File: src/rtl/sub_pkg.sv
// rtl/sub_pkg.sv - shared types and constants for the serial ripple subtractor
package sub_pkg;

  localparam int DEFAULT_WIDTH = 4;

  typedef enum logic [1:0] {
    IDLE  = 2'd0,
    SHIFT = 2'd1,
    DONE  = 2'd2
  } state_t;

  // Bit-counter width; at least one bit so the counter is never zero-width
  function automatic int cnt_width(input int w);
    return (w < 2) ? 1 : $clog2(w);
  endfunction

endpackage

File: src/rtl/full_subtractor_bit.sv
// rtl/full_subtractor_bit.sv - single-bit combinational full subtractor cell
module full_subtractor_bit (
  input  logic a,
  input  logic b,
  input  logic bin,
  output logic d,
  output logic bout
);

  // Difference and borrow-out of a - b - bin for one bit
  always_comb begin
    d    = a ^ b ^ bin;
    bout = (~a & b) | (~(a ^ b) & bin);
  end

endmodule

File: src/rtl/serial_ripple_subtractor.sv
// rtl/serial_ripple_subtractor.sv - bit-serial LSB-first ripple-borrow subtractor
module serial_ripple_subtractor
  import sub_pkg::*;
#(
  parameter int WIDTH = DEFAULT_WIDTH
) (
  input  logic             clk,
  input  logic             rst_n,
  input  logic             start,
  input  logic [WIDTH-1:0] a,
  input  logic [WIDTH-1:0] b,
  input  logic             bin,
  output logic             busy,
  output logic             done,
  output logic [WIDTH-1:0] diff,
  output logic             borrow,
  output logic             ovf
);

  localparam int CW = cnt_width(WIDTH);
  localparam logic [CW-1:0] LAST_CNT = CW'(WIDTH - 1);

  state_t           state;
  state_t           state_nxt;
  logic             accept;
  logic             last_bit;

  logic [WIDTH-1:0] a_sh;
  logic [WIDTH-1:0] b_sh;
  logic [WIDTH-1:0] res;
  logic [CW-1:0]    cnt;
  logic             br;
  logic             a_msb;
  logic             b_msb;
  logic             cell_d;
  logic             cell_bout;

  // The one cell reused every SHIFT cycle on the current LSBs and running borrow
  full_subtractor_bit u_cell (
    .a    (a_sh[0]),
    .b    (b_sh[0]),
    .bin  (br),
    .d    (cell_d),
    .bout (cell_bout)
  );

  assign last_bit = (cnt == LAST_CNT);
  assign busy     = (state == SHIFT);
  assign done     = (state == DONE);

  // Next-state logic; start is honoured in IDLE and in DONE for back-to-back use
  always_comb begin
    state_nxt = state;
    accept    = 1'b0;
    case (state)
      IDLE: begin
        if (start) begin
          accept    = 1'b1;
          state_nxt = SHIFT;
        end
      end
      SHIFT: begin
        if (last_bit) state_nxt = DONE;
      end
      DONE: begin
        if (start) begin
          accept    = 1'b1;
          state_nxt = SHIFT;
        end else begin
          state_nxt = IDLE;
        end
      end
      default: state_nxt = IDLE;
    endcase
  end

  // State register
  always_ff @(posedge clk or negedge rst_n) begin
    if (!rst_n) state <= IDLE;
    else        state <= state_nxt;
  end

  // Operand capture, serial shift and result publication on the final bit
  always_ff @(posedge clk or negedge rst_n) begin
    if (!rst_n) begin
      a_sh   <= '0;
      b_sh   <= '0;
      res    <= '0;
      cnt    <= '0;
      br     <= 1'b0;
      a_msb  <= 1'b0;
      b_msb  <= 1'b0;
      diff   <= '0;
      borrow <= 1'b0;
      ovf    <= 1'b0;
    end else if (accept) begin
      a_sh  <= a;
      b_sh  <= b;
      br    <= bin;
      res   <= '0;
      cnt   <= '0;
      a_msb <= a[WIDTH-1];
      b_msb <= b[WIDTH-1];
    end else if (state == SHIFT) begin
      a_sh <= a_sh >> 1;
      b_sh <= b_sh >> 1;
      br   <= cell_bout;
      res  <= {cell_d, res[WIDTH-1:1]};
      if (last_bit) begin
        // The last cell output is the MSB of the difference
        diff   <= {cell_d, res[WIDTH-1:1]};
        borrow <= cell_bout;
        ovf    <= (a_msb ^ b_msb) & (cell_d ^ a_msb);
      end else begin
        cnt <= cnt + 1'b1;
      end
    end
  end

endmodule

File: config.mk
export PLATFORM = sky130hd
export DESIGN_NAME = serial_ripple_subtractor
export DESIGN_NICKNAME = d
export VERILOG_FILES = /design/src/rtl/sub_pkg.sv /design/src/rtl/full_subtractor_bit.sv /design/src/rtl/serial_ripple_subtractor.sv
export SDC_FILE = /design/constraint.sdc
export NUM_CORES = 1
export LEC_CHECK = 0
export CAP_MARGIN = 20
export CORE_ASPECT_RATIO = 0.8
export CORE_MARGIN = 8
export CORE_UTILIZATION = 38
export CTS_CLUSTER_DIAMETER = 40
export DETAILED_ROUTE_END_ITERATION = 12
export SKIP_LAST_GASP = 1
export SLEW_MARGIN = 30
export SYNTH_ARGS = -nofsm -noshare
export SYNTH_HDL_FRONTEND = slang
export SYNTH_SLANG_ARGS = --single-unit
File: constraint.sdc
create_clock -name clk -period 4 [get_ports clk]
set_input_delay 0.8 -clock clk [delete_from_list [all_inputs] [get_ports clk]]
set_output_delay 0.8 -clock clk [all_outputs]
set_load 0.03 [all_outputs]
==> impl_metrics.ini, run 1 <==
[run_status]
result_of_the_run = finished, final reports clean

[clock_network]
postCtsSetupBuffers = 0
cts.sink_count = 24
root_buffer = sky130_fd_sc_hd__clkbuf_4
cts_made_buffers = 3
cts_tree = yes
max-clock-path-buffers = 2
cts_hold_buf = 0
worst_setup_hold_path_clk_slew_ns = 0.13
cts_max_level = 1
cts-resized-gates = 0
insertion_delay_to_the_later_sink_of_the_worst_skew_pair_ns = 0.31

[die]
core_area_um2 = 2500
fp.dieW_um = 74.0
die-height_um = 62.4
floorplan.die_area_um2 = 4620
io_pins = 20
floorplan.initialDensity_pct = 40.8
row_count = 16

[grt]
grt_antenna_before_repair = 0
global_route.overflow_total = 0
grt_use_total_pct = 8.59
grt_first_pass_wirelength_mm = 3.11
grt_start_max_net_pins = 25
grt_pass1_vias = 662

[route]
firstDrtPassIters = 4
drt-vias-per-instance = 4.91
wl_per_cell_um = 13.6
total_length_of_routed_wires_mm = 1.82
route.antenna.remaining_nets = 0
detail_route.drc_violations = 0
vias = 658
drtIter0Drc = 16

[finish]
fillers = 238
post_route_cells_drive_above_1_share_pct = 17.3
syn_to_final_growth_pct = 24.5
final_cell_count_no_fill = 134
utilization_pct = 50.8
diodes = 0
num-nets-final = 113

[logic_synthesis]
ys_warn_count = 0
synth-seq-area-share_pct = 58.8
synth.cell_area_um2 = 1020
synth.ff_latch_count = 24
synth_cells = 77
synth_net_count = 91
synth.avg_cell_area_um2 = 13.3
number_of_unique_standard_cell_types_used_by_synthesis = 25

[setup_path]
crit_chain = nor2b_4 > clkdlybuf4s50_1
critPathLaunchType = register
timing.setup.critical_path_class = register to output pin
cpMaxStageDelayCell = sky130_fd_sc_hd__clkdlybuf4s50_1
cp_data_arrival_time_ns = 1.84
critical_path.max_stage_delay_ns = 0.74
worst-endpoint-required_ns = 3.20
r2r_setup_slack_ns = 2.47
path_max_fanout = 13
setup.worst_path.end_class = output pin

[power]
share_clk_of_total_power_pct = 11.9
p_switching_w = 0.000392
cellPowerDensity_nw_per_um2 = 826
pwr-share-comb_pct = 48.4
power.static_leakage_nw = 0.594
cellInternalPower_w = 0.000660
irDropWorstVdd_mv = 0.299
netSwitchingFraction_pct = 37.3
p_seq_share_pct = 39.7

[timing]
postLayoutSetupSlackWorst_ns = 1.36
clock.fmax_ghz = 0.379
accumulated_negative_setup_slack_ns = 0
period_share_pct = 65.9
rsz0062_at_grt = false
finalWorstPathRequiredPeriod_ns = 2.64
report.final.setup_viol = 0
finalClockSkew_ns = 0.00516
final_hold_viols = 0
slew_viol_final = 0
worst_margin_pin_slew_ns = 0.532
slew_headroom_pct = 64.5

[place]
dpl.cell_count = 130
globalplace.congestion = 0.739
place.port_buffers = 19
detailedPlace.worstSlack_ns = 1.70

[min_path]
worst_hold_path_type = input pin to asynchronous set/reset pin

[job]
cap_viol_max_count = 0
cells in the mapped netlist (all sizes together):
cell type	number	area (um^2)
nor3b	2	20.0
a21oi	1	5.00
buf	3	23.8
nor2b	5	38.8
mux2i	3	30.0
xnor2	1	8.76
o21ai	4	20.0
fa	1	20.0
dfrtp	24	601
mux2	6	67.6
ha	1	12.5
nor3	1	5.00
a22o	8	70.1
nand3b	1	11.3
inv	3	11.3
a21o	3	22.5
nor2	3	13.8
a221o	2	20.0
or2	1	6.26
nand2	4	15.0
cells by family after synthesis:
family                     count (synthesis)  synth area share [%]
AOI/OAI and AO/OA                         18                  13.5
xor gates and xnor gates                   1                 0.857
DFF                                       24                  58.8
muxes                                      9                  9.55
adders and majority gates                  2                  3.18
and+or+nand+nor                           17                  10.8
buffers and inverters                      6                  3.43
worst paths after layout:
path                            cells after the start      from        to
worst max-delay path                                2  state[0]      busy
worst min-delay path                                1     rst_n  state[1]
worst max register to register                      5        br       ovf
worst min register to register                      2       ovf       ovf
max in group asynchronous                           1     rst_n   b_sh[1]
min in group clk                                    2       ovf       ovf
cell usage in the layout, fill, tap and decap left out, types with 2 or more instances in the layout:
master,instances
sky130_fd_sc_hd__dfrtp_1,24
sky130_fd_sc_hd__clkdlybuf4s50_1,18
sky130_fd_sc_hd__a22o_1,8
sky130_fd_sc_hd__mux2_2,6
sky130_fd_sc_hd__nor2b_1,4
sky130_fd_sc_hd__nand2_1,4
sky130_fd_sc_hd__o21ai_0,4
sky130_fd_sc_hd__inv_1,3
sky130_fd_sc_hd__mux2i_1,3
sky130_fd_sc_hd__a21o_1,3
sky130_fd_sc_hd__clkbuf_4,3
sky130_fd_sc_hd__nor2_1,2
sky130_fd_sc_hd__a221o_1,2
final cells by class:
| cell class | instances | area [um^2] | area share, % |
|---|---|---|---|
| multi-input cells | 47 | 387 | 30.4 |
| inverters | 3 | 11.3 | 0.885 |
| flip-flops and latches | 24 | 601 | 47.2 |
| clock buffers | 4 | 36.3 | 2.85 |
| repair buffers | 20 | 193 | 15.1 |
| well taps | 36 | 45.0 | 3.54 |
metrics by stage:
stage,hold WS [ns],total power [W],instance area [um^2]
after detailed placement,0.470,0.000940,1240
after CTS,0.459,0.00106,1270
after global routing,0.466,0.00114,1270
final,0.447,0.00105,1270
after floorplan,0.450,0.000793,1020
after global placement,0.461,0.000926,1240
sequential cells by signal, indices dropped and copies added, names as in the netlist:
register / flops
a_sh: 4
b_sh: 4
diff: 4
res: 3
cnt: 2
state: 2
a_msb: 1
b_msb: 1
borrow: 1
br: 1
ovf: 1
power groups by stage:
stage | clock (W) | combinational, W | sequential [W]
finish | 0.000125 | 0.000509 | 0.000418
global route | 0.000137 | 0.000565 | 0.000434
CTS | 0.000128 | 0.000518 | 0.000419
detailed placement | 0 | 0.000516 | 0.000424
global placement | 0 | 0.000507 | 0.000419
floorplan | 0 | 0.000328 | 0.000465
worst max-delay path, delay by kind of cell (launching register included):
family                 cells  cell delay (ns)
buffers and inverters      1             0.74
DFF                        1             0.43
and+or+nand+nor            1             0.36
routing by layer:
metal | global-route usage [%] | routed length (um)
met3 | 3.37 | 93
met4 | 2.24 | 14
met2 | 11.7 | 778
met5 | 0 | 0
met1 | 12.1 | 933
No activity file was read; power rests on OpenSTA's default activity.
==> run 2, diff against run 1 <==
Clock period 4 ns to 2.3 ns, I/O delays scaled along.
==> run 2 against run 1 <==
Against the previous run:
- worst setup slack worse by 1.1 ns
- die area unchanged
- clock-buffer cell count unchanged
- total power up 73%
- final area up 0.88%
- critical path type unchanged
==> impl_metrics.ini, run 2 (synthesized netlist as in run 1, its figures left out) <==
[grt]
global_route.overflow_total = 0
grt.met1_usage_pct = 12.5
gr-usage-met3_pct = 4.33
grt_pass1_vias = 677
use_met2_pct = 12.3
gr-max-usage-layer = met1
grt_first_pass_wirelength_mm = 3.26
grt_start_max_net_pins = 25
grt_use_total_pct = 9.09
grt_antenna_before_repair = 0

[clock_network]
cts_hold_buf = 0
root_buffer = sky130_fd_sc_hd__clkbuf_4
postCtsSetupBuffers = 0
cts-resized-gates = 1
cts_max_level = 1
cts.sink_count = 24
max-clock-path-buffers = 2
cts_tree = yes
worst_setup_hold_path_clk_slew_ns = 0.12
insertion_delay_to_the_later_sink_of_the_worst_skew_pair_ns = 0.31
cts_made_buffers = 3

[die]
die-height_um = 62.4
fp.dieW_um = 74.0
row_count = 16
floorplan.initialDensity_pct = 40.8
core_area_um2 = 2500
io_pins = 20
floorplan.die_area_um2 = 4620

[route]
detail_route.drc_violations = 0
firstDrtPassIters = 4
drt-vias-per-instance = 4.93
drtIter0Drc = 18
route.antenna.remaining_nets = 0
vias = 666
total_length_of_routed_wires_mm = 1.85
wl_per_cell_um = 13.7

[setup_path]
worst-endpoint-required_ns = 1.84
critPathLaunchType = register
cpMaxStageDelayCell = sky130_fd_sc_hd__clkdlybuf4s50_1
critical_path.max_stage_delay_ns = 0.68
crit_chain = nor2b_1 > clkdlybuf4s50_1
path_max_fanout = 4
cp_data_arrival_time_ns = 1.57
setup.worst_path.end_class = output pin
timing.setup.critical_path_class = register to output pin

[timing]
slew_headroom_pct = 73.4
slew_viol_final = 0
finalClockSkew_ns = 0.00354
report.final.setup_viol = 0
finalWorstPathRequiredPeriod_ns = 2.03
worst_margin_pin_slew_ns = 0.398
timing.hold.ws_ns = 0.492
period_share_pct = 88.5
postLayoutSetupSlackWorst_ns = 0.265
accumulated_negative_setup_slack_ns = 0
clock.fmax_ghz = 0.491
final_hold_viols = 0
rsz0062_at_grt = false

[finish]
mostFrequentLayoutCells = sky130_fd_sc_hd__dfrtp_1 (24), sky130_fd_sc_hd__clkdlybuf4s50_1 (18), sky130_fd_sc_hd__a22o_1 (8)
diodes = 0
utilization_pct = 51.3
regs_by_ff_count = a_sh: 4 flops, b_sh: 4 flops, diff: 4 flops
post_route_cells_drive_above_1_share_pct = 17.2
syn_to_final_growth_pct = 25.6
commonest_non_fill_non_tap_cell_in_the_layout = sky130_fd_sc_hd__dfrtp_1
num-nets-final = 114

[place]
detailedPlace.worstSlack_ns = 0.356
post-dp-hpwl_mm = 1.35
place.port_buffers = 19
globalplace.congestion = 0.686

[power]
irDropWorstVdd_mv = 0.537
power.static_leakage_nw = 0.600
cellPowerDensity_nw_per_um2 = 1420

[min_path]
worst_hold_path_type = input pin to asynchronous set/reset pin

[job]
cap_viol_max_count = 0

[run_status]
result_of_the_run = finished, final reports clean
-- run 2: changes by cell type in the layout (fill, tap and decap cells not counted), sizes merged --
cell	change
dlygate4sd2	+1
-- run 2: path summary, 6_finish.rpt --
check | start | to | slack, ns | cells past startpoint
min in group clk | ovf | ovf | 0.49 | 2
max reg2reg | br | ovf | 0.76 | 5
min | rst_n | state[1] | 0.49 | 2
max in group asynchronous | rst_n | cnt[1] | 1.57 | 2
min reg2reg | ovf | ovf | 0.49 | 2
max | state[1] | done | 0.27 | 2
-- run 2: worst max-delay path, delay by kind of cell, from the launching register on --
kind | cells | cell delay [ns]
buffers and inverters | 1 | 0.68
AND/OR/NAND/NOR | 1 | 0.15
flip-flops | 1 | 0.44
-- run 2: routing by layer --
| metal | up-vias | part of all wire [%] |
|---|---|---|
| li1 | 323 | - |
| met1 | 322 | 50 |
| met2 | 19 | 41 |
| met3 | 2 | 7.8 |
| met4 | 0 | 0.65 |
| met5 | - | 0 |
-- run 2: final cells by class --
class	instances	area [um^2]
Timing Repair Buffer	21	204
Clock buffer	4	36.3
Fill cell	237	1220
Tap cell	36	45.0
Sequential cell	24	601
Multi-Input combinational cell	47	387
Inverter	3	11.3
-- run 2: where the power goes --
group | internal, W | switching [W] | leakage, nW
clock | 0.0000966 | 0.000118 | 0.0210
combinational | 0.000434 | 0.000449 | 0.277
sequential | 0.000612 | 0.000114 | 0.302
-- run 2: per-stage QoR --
stage / cells / total power, W / instance area (um^2)
final: 135 / 0.00182 / 1280
after global routing: 135 / 0.00197 / 1280
after CTS: 135 / 0.00185 / 1280
after detailed placement: 131 / 0.00164 / 1250
after global placement: 131 / 0.00161 / 1250
after floorplan: 77 / 0.00138 / 1020
